**src/rtl/noc_pkg.sv**
```systemverilog
// Shared mesh-router definitions: port count, flit type encoding, index helpers.
// No logic of its own; functions are purely combinational.
// No flow control here; consumers own all handshaking.
package noc_pkg;

   localparam int NUM_PORTS = 5;

   // Flit type lives in the top two bits of every flit.
   localparam logic [1:0] FT_BODY = 2'b00;
   localparam logic [1:0] FT_HEAD = 2'b01;
   localparam logic [1:0] FT_TAIL = 2'b10;
   localparam logic [1:0] FT_HT   = 2'b11;

   typedef logic [1:0] flit_type_t;

   // A head+tail flit both opens and closes a packet.
   function automatic logic is_head(input flit_type_t ft);
      return (ft == FT_HEAD) || (ft == FT_HT);
   endfunction

   function automatic logic is_tail(input flit_type_t ft);
      return (ft == FT_TAIL) || (ft == FT_HT);
   endfunction

   // Port indices wrap modulo 5; operands are always 0..4 so one subtraction suffices.
   function automatic logic [2:0] mod5_add(input logic [2:0] a, input logic [2:0] b);
      logic [3:0] s;
      s = {1'b0, a} + {1'b0, b};
      if (s >= 4'd5) s = s - 4'd5;
      return s[2:0];
   endfunction

endpackage

```
**src/rtl/rr_pick5.sv**
```systemverilog
// Round-robin picker over five requesters, starting the scan at rr_ptr.
// Purely combinational, zero latency.
// No backpressure; grant_vld simply reports whether anything was eligible.
module rr_pick5
   import noc_pkg::*;
(
   input  logic [NUM_PORTS-1:0] eligible,
   input  logic [2:0]           rr_ptr,
   output logic [NUM_PORTS-1:0] grant,
   output logic [2:0]           grant_idx,
   output logic                 grant_vld
);

   logic [2:0] idx;

   // Scan rr_ptr, rr_ptr+1, ... (mod 5) and take the first eligible input.
   always_comb begin
      grant     = '0;
      grant_idx = '0;
      grant_vld = 1'b0;
      idx       = '0;
      for (int k = 0; k < NUM_PORTS; k++) begin
         idx = mod5_add(rr_ptr, 3'(k));
         if (!grant_vld && eligible[idx]) begin
            grant[idx] = 1'b1;
            grant_idx  = idx;
            grant_vld  = 1'b1;
         end
      end
   end

endmodule

```
**src/rtl/wormhole_output_arbiter.sv**
```systemverilog
// Per-output wormhole allocator: locks the output to one input from head to tail, round-robin between packets.
// One arbitration cycle in IDLE; head flit moves at the earliest the following cycle.
// Bubbles (req drop or out_ready low) stall the transfer but never release the lock.
module wormhole_output_arbiter
   import noc_pkg::*;
#(
   parameter int FLIT_W  = 8,
   parameter int RR_INIT = 0
) (
   input  logic                 clk,
   input  logic                 rst_n,
   input  logic [NUM_PORTS-1:0] req,
   input  logic [FLIT_W-1:0]    in_flit0,
   input  logic [FLIT_W-1:0]    in_flit1,
   input  logic [FLIT_W-1:0]    in_flit2,
   input  logic [FLIT_W-1:0]    in_flit3,
   input  logic [FLIT_W-1:0]    in_flit4,
   input  logic                 out_ready,
   output logic [NUM_PORTS-1:0] select,
   output logic [NUM_PORTS-1:0] pop,
   output logic                 locked,
   output logic [2:0]           owner
);

   typedef enum logic {IDLE, LOCKED} state_t;

   state_t               state_q, state_d;
   logic [2:0]           owner_q, owner_d;
   logic [NUM_PORTS-1:0] owner_oh_q, owner_oh_d;
   logic [2:0]           rr_ptr_q, rr_ptr_d;

   flit_type_t           ft [NUM_PORTS];
   logic [NUM_PORTS-1:0] eligible;
   logic [NUM_PORTS-1:0] pick_grant;
   logic [2:0]           pick_idx;
   logic                 pick_vld;

   // Only the type bits steer the arbiter; the payload passes through the external mux.
   logic unused_payload;
   assign unused_payload = ^{in_flit0[FLIT_W-3:0], in_flit1[FLIT_W-3:0], in_flit2[FLIT_W-3:0],
                             in_flit3[FLIT_W-3:0], in_flit4[FLIT_W-3:0]};

   assign ft[0] = in_flit0[FLIT_W-1:FLIT_W-2];
   assign ft[1] = in_flit1[FLIT_W-1:FLIT_W-2];
   assign ft[2] = in_flit2[FLIT_W-1:FLIT_W-2];
   assign ft[3] = in_flit3[FLIT_W-1:FLIT_W-2];
   assign ft[4] = in_flit4[FLIT_W-1:FLIT_W-2];

   // An input may only win with a head flit; stray body/tail flits are ignored.
   always_comb begin
      eligible = '0;
      for (int i = 0; i < NUM_PORTS; i++) begin
         eligible[i] = req[i] && is_head(ft[i]);
      end
   end

   rr_pick5 u_pick (
      .eligible  (eligible),
      .rr_ptr    (rr_ptr_q),
      .grant     (pick_grant),
      .grant_idx (pick_idx),
      .grant_vld (pick_vld)
   );

   // Next-state and select generation; select depends only on registered owner, req and out_ready.
   always_comb begin
      state_d    = state_q;
      owner_d    = owner_q;
      owner_oh_d = owner_oh_q;
      rr_ptr_d   = rr_ptr_q;
      select     = '0;
      case (state_q)
         IDLE: begin
            if (pick_vld) begin
               owner_d    = pick_idx;
               owner_oh_d = pick_grant;
               state_d    = LOCKED;
            end
         end
         LOCKED: begin
            select = owner_oh_q & req & {NUM_PORTS{out_ready}};
            if ((|select) && is_tail(ft[owner_q])) begin
               state_d  = IDLE;
               rr_ptr_d = mod5_add(owner_q, 3'd1);
            end
         end
         default: state_d = IDLE;
      endcase
      // Reset mid-packet must not pop anything in that cycle.
      if (!rst_n) select = '0;
   end

   // State, owner and round-robin pointer registers with synchronous reset.
   always_ff @(posedge clk) begin
      if (!rst_n) begin
         state_q    <= IDLE;
         owner_q    <= '0;
         owner_oh_q <= 5'b00001;
         rr_ptr_q   <= 3'(RR_INIT);
      end else begin
         state_q    <= state_d;
         owner_q    <= owner_d;
         owner_oh_q <= owner_oh_d;
         rr_ptr_q   <= rr_ptr_d;
      end
   end

   assign pop    = select;
   assign locked = (state_q == LOCKED);
   assign owner  = owner_q;

endmodule

```
**config.mk**
```make
export PLATFORM = sky130hd
export DESIGN_NAME = wormhole_output_arbiter
export DESIGN_NICKNAME = d
export VERILOG_FILES = /design/src/rtl/noc_pkg.sv /design/src/rtl/rr_pick5.sv /design/src/rtl/wormhole_output_arbiter.sv
export SDC_FILE = /design/constraint.sdc
export NUM_CORES = 1
export LEC_CHECK = 0
export ABC_CLOCK_PERIOD_IN_PS = 4170
export BUFFER_PORTS_ARGS = -buffer_cell sky130_fd_sc_hd__buf_2
export CAP_MARGIN = 20
export CELL_PAD_IN_SITES_DETAIL_PLACEMENT = 1
export CELL_PAD_IN_SITES_GLOBAL_PLACEMENT = 1
export CORE_MARGIN = 4
export CORE_UTILIZATION = 30
export CTS_CLUSTER_SIZE = 10
export DETAILED_ROUTE_END_ITERATION = 12
export GPL_TIMING_DRIVEN = 0
export PLACE_DENSITY_LB_ADDON = 0.05
export SYNTH_ARGS = -nofsm -noshare
export SYNTH_HDL_FRONTEND = slang
export SYNTH_SLANG_ARGS = --single-unit
```
**constraint.sdc**
```tcl
create_clock -name clk -period 4.17 [get_ports clk]
set_input_delay 0 -clock clk [delete_from_list [all_inputs] [get_ports clk]]
set_output_delay 0 -clock clk [all_outputs]
set_load 0.005 [all_outputs]
```
Word-level counts from Yosys, hierarchy flattened
Cells that the tools add are included.
- $lt $le $gt $ge: 17
- eq/ne operators: 12
- reductions and logical operators: 28
- bitwise operators: 8
- multiplexer cells: 49
- add/subtract/negate cells: 11
- operator list (operator ; count):
    $mux W5 ; 7
    $mux W3 ; 11
    $ge A4 B3 Y1 const B ; 5
    $lt A3 B4 Y1 const B ; 5
    $or A5 B5 Y5 ; 4
    $sub A3 B3 Y3 const B ; 6
    $mux W1 ; 17
    $bmux W1 S3 ; 5
    $demux W1 S3 ; 5
    $ge A3 B1 Y1 const B ; 5
    $logic_and A1 B1 Y1 ; 15
    $eq A2 B2 Y1 const B ; 7
    $and A5 B5 Y5 ; 2
    $eq A2 B1 Y1 const B ; 5
    $add A3 B1 Y4 const B ; 2
    $add A3 B2 Y4 const B ; 2
    $bmux W2 S3 ; 1
    $logic_or A1 B1 Y1 ; 6
    $reduce_or A5 Y1 ; 1
    $add A3 B3 Y4 const B ; 1
    $ge A4 B4 Y1 const B ; 1
    $logic_not A1 Y1 ; 4
    $mux W2 ; 2
    $not A3 Y4 ; 1
    other kinds (4) ; 5
- output and inout port bits: 14
- input port bits: 48
- register bits after elaboration: 12
- logic and storage cells: 129

Depth between registers and ports, before layout
- depth after elaboration: 20
- gate-level depth with buffers: 12
- mapped depth without buffers: 12

Hierarchy
Synthesis repeated with hierarchy kept, for this count alone.
- cells, all modules: 290
- area total of the unflattened synthesis: 2124.5 um^2
- modules (own cells, without submodules) (module ; cells each ; instances ; seq. area each (um^2) ; area an instance (um^2)):
    rr_pick5 ; 192 ; 1 ; 0.0 ; 1383.8
    wormhole_output_arbiter ; 98 ; 1 ; 240.2 ; 740.7

Worst setup path before layout
No wires, ideal clock.
- path type: register -> register
- start: reg rr_ptr_q[1]
- end: reg owner_oh_q[0]
- setup time: 0.122 ns
- required time: 4.048 ns
- path buffers: 0
- path slack: 0.938 ns
- arrival: 3.110 ns
- cell stages (with the launch flop): 11
- period minus slack after synthesis: 3.232 ns
- path through: dfxtp_1 > inv_1 > ha_1 > ha_1 > a21oi_1 > mux2_2 > or3_1 > and3_1 > a41oi_2 > o31ai_1 > o32a_1
- longest elaborated chain between the ends: 18
- elaborated cells on any way between the ends: 77
- those cells by class: 9 x add/sub; 15 x order compare; 35 x mux; 4 x bitwise; 14 x reduce/logical
- ends and longest elaborated chain (what ; RTL line ; source):
    from (decl) ; wormhole_output_arbiter.sv:30 ; logic [2:0] rr_ptr_q, rr_ptr_d;
    from (signal assigned) ; wormhole_output_arbiter.sv:99 ; rr_ptr_q <= 3'(RR_INIT);
    from (signal assigned) ; wormhole_output_arbiter.sv:104 ; rr_ptr_q <= rr_ptr_d;
    branches (longest 18 deep; another with $add A3 B1 Y4) ; -- ;
    to (signal assigned) ; wormhole_output_arbiter.sv:103 ; owner_oh_q <= owner_oh_d;
    to (decl) ; wormhole_output_arbiter.sv:29 ; logic [NUM_PORTS-1:0] owner_oh_q, owner_oh_d;
Several ways; the timed one is not identified. The select of a mux whose other input is x is not followed.
A chain may end at the register's enable or synchronous reset.

Final worst setup path
Same ends and word-level chain as after synthesis.

==> impl_results.md <==
* Vias in the first global route at 2,325
* CP Buf/Inv Count at 1
* Total track usage at 0.184
* Worst-Margin Slew at 0.693 ns
* DRC at 0
* Antenna diodes at 0
* Vias at 2,311
* Routed Antenna Nets at 0
* Yosys reg bits at 12
* Mapped Avg Cell Area at 7.50 um^2
* Die area at 0.00859 mm^2
* Worst setup EP type: flip-flop
* Multi-input gate area at 0.00175 mm^2
* Setup violations, final at 0
* Pwr Density at 562 mW/mm^2
* Chip width at 92.7 um
* RSZ-0062 raised after global routing: no
* Compound-gate portion of the synthesized area at 0.367
* Largest net degree at the start of global routing at 11
* Period minus WS final at 3.94 ns
* Clock root cell: clkbuf_8
* CP max stage delay at 0.57 ns
* Final Slew Violations at 0
* Synth Area in Adders at 0.0674
* Synth Area in Simple Gates at 0.281
* Worst R2R Path Depth at 10
* Number of fill cells in the layout at 861
* DR pass1 iterations at 4
* Gpl congestion at 0.849
* Grt met2 use at 0.268
* Outcome: finished, final reports clean
* Sw Ratio at 0.528
* Hold WC Path Type: in2reg
* CTS Hold Bufs at 0
* Cell mode on critical path: ha_1
* Sequential area share after synthesis at 0.112
* Register area at 240 um^2
* Slowest CP cell: dfxtp_1
* I/O pins at 62
* First-pass GRT wire length at 12.5 mm
* FF-to-FF End: owner_oh_q[0]
* H-Tree Level Count at 1
* WHS Path Cells at 3
* Die height at 92.7 um
* Post-CTS Resized at 0
* Final net count at 382
* Detailed Route Iter0 Violations at 105
* Period utilization at 0.944
* CP cell instances: inv_1, ha_1, ha_1, a21oi_1, mux2_2, or3_1, and3_1, a41oi_2, o31ai_1, o32a_1
* WHS Endpoint: owner_oh_q[0]
* FFs w/ async S/R, synth at 0
* CTS tree: built
* Starting Density at 0.313
* Via density at 5.53
* TNS Setup at 0 ns
* CTS sink cnt at 12
* Mean routed wirelength per cell at 18.5 um
* Mapped cell area at 0.00215 mm^2
* P_int at 0.658 mW
* Worst flop-to-flop path startpoint: rr_ptr_q[1]
* Post-synth EDFFs at 0
* Ys flop type: dfxtp_1
* Pre-CTS setup slack at 0.221 ns
* Largest fanout on the critical path at 10
* Max Cap Viol at 0
* Sequential Power Share at 0.150
* Reg2reg setup slack at 0.23 ns
* Slew HR at 0.535
* Area grow syn2layout at 15.3%
* Yosys cell types at 79
* Final HPWL DP at 6.25 mm
* Gr busiest metal: met1
* WS Path Type: reg2reg
* Clk pwr share at 0.093
* GRT met1 Usage at 0.284
* Final hold vios at 0
* Fin util at 0.361
* Mux contribution to synthesized area at 0.0709
* Most frequent cells in the layout: buf_2 (33), nand2_1 (28), nor2_1 (22)
* Comb power frac at 0.757
* Warnings, synthesis at 0
* Maximum vdd drop at 0.202 mV
* Commonest non-fill, non-tap cell in the layout: buf_2
* Clk slew on worst S/H paths at 0.06 ns
* WL final at 7.71 mm
* TritonCTS buffer count at 3
* Largest family of logic cells by synthesized area: compound AO/OA/AOI/OAI gates
* Crit path launch type: flip-flop
* Overflow left after global routing at 0
* Core area at 0.00687 mm^2
* Worst Setup Slack, final at 0.234 ns
* CP arrival at 4.07 ns
* Mapped Cells at 287
* WP data required at 4.30 ns
* Pleak at 0.987 nW
* Port Buf Inserts at 31
* CTS max path bufs at 2
* HP Start: rst_n
* Layout cells sized above 1 at 0.248
* Xor/xnor share of the synthesized area at 0.0285
* GR Layer Usage met3 at 0.0284
* Post-synthesis net count at 346
* Final Skew at 0.00225 ns
* Family with the most delay on the worst path: compound AO/OA/AOI/OAI gates
* Net load switching power at 0.737 mW
* Row count at 30
* Clock latency on the worst-skew pair at 0.24 ns
* F_max at 0.254 GHz
* Setup Buffers After CTS at 0
* Antenna violations before repair at 0
## worst max path at each step
stage,from,cells after the start,end,slack (ns)
4_1_cts,rr_ptr_q[1],10,owner_oh_q[0],0.23
6_report,rr_ptr_q[1],10,owner_oh_q[0],0.23
3_3_place_gp,rr_ptr_q[1],10,owner_oh_q[0],0.25
3_5_place_dp,rr_ptr_q[1],10,owner_oh_q[0],0.22
2_1_floorplan,rr_ptr_q[1],10,owner_oh_q[0],0.94
5_1_grt,rr_ptr_q[1],10,owner_oh_q[0],0.03
## cell families (layout without fill, tap and decap cells)
logic type                 Yosys count  after routing
buffers and inverters               31             66
AOI/OAI and AO/OA                   99             99
and+or+nand+nor                    115            115
xor gates and xnor gates             7              7
muxes                               12             12
adders and majority gates           11             11
DFF                                 12             12
## per-layer routing
layer	share of wire	vias to the layer above
met5	0	-
met4	0.012	0
met3	0.030	10
met2	0.43	44
met1	0.53	1098
li1	-	1159
## worst min-delay path, stage by stage
cell and delay [ns]:
buf_2 0.10, nand2b_1 0.06, o32a_1 0.13
## power by group through the flow
| stage | combinational, mW | clock [mW] | sequential, mW |
|---|---|---|---|
| 2_1_floorplan | 0.777 | 0 | 0.197 |
| 3_3_place_gp | 1.05 | 0 | 0.213 |
| 3_5_place_dp | 1.05 | 0 | 0.214 |
| 4_1_cts | 1.05 | 0.134 | 0.211 |
| 5_1_grt | 1.16 | 0.141 | 0.218 |
| 6_report | 1.06 | 0.130 | 0.209 |
## state kept, by name, indices dropped and copies added, names as in the netlist
name	flops
locked	1
owner	3
rr_ptr_q	3
owner_oh_q	5
## cell usage after synthesis, drive strengths merged, types with 4 or more instances
cell / number / area (um^2)
nand2b: 11 / 68.8
o21a: 5 / 37.5
o221a: 4 / 45.0
nor3: 7 / 35.0
a211oi: 4 / 30.0
o211ai: 4 / 30.0
nor2: 23 / 88.8
clkbuf: 5 / 20.0
nor4: 6 / 37.5
xnor2: 6 / 52.6
mux2i: 5 / 62.6
ha: 10 / 125
and2: 4 / 26.3
mux2: 6 / 67.6
dfxtp: 12 / 240
buf: 11 / 81.3
nor2b: 4 / 25.0
nand3: 13 / 77.6
o21ai: 17 / 85.1
nand2: 28 / 105
and3: 4 / 26.3
inv: 15 / 56.3
a21oi: 19 / 106
a31oi: 7 / 58.8
a21o: 5 / 38.8
## per-stage QoR
stage               hold WS (ns)  instances  total power [mW]  instance area [um^2]
floorplan                  0.110        287             0.974                  2150
global placement           0.340        414              1.26                  2430
detailed placement         0.336        414              1.26                  2430
CTS                       0.0826        418              1.40                  2480
global route              0.0953        418              1.52                  2480
finish                    0.0823        418              1.39                  2480
## area by class of cell
cell class | instances | share of cell area
Multi-Input combinational cell | 244 | 0.707
Sequential cell | 12 | 0.0968
Timing Repair Buffer | 31 | 0.0625
Tap cell | 96 | 0.0484
Buffer | 16 | 0.0408
Inverter | 15 | 0.0227
Clock buffer | 4 | 0.0222
Note: power is estimated with default switching activity, not from simulation.
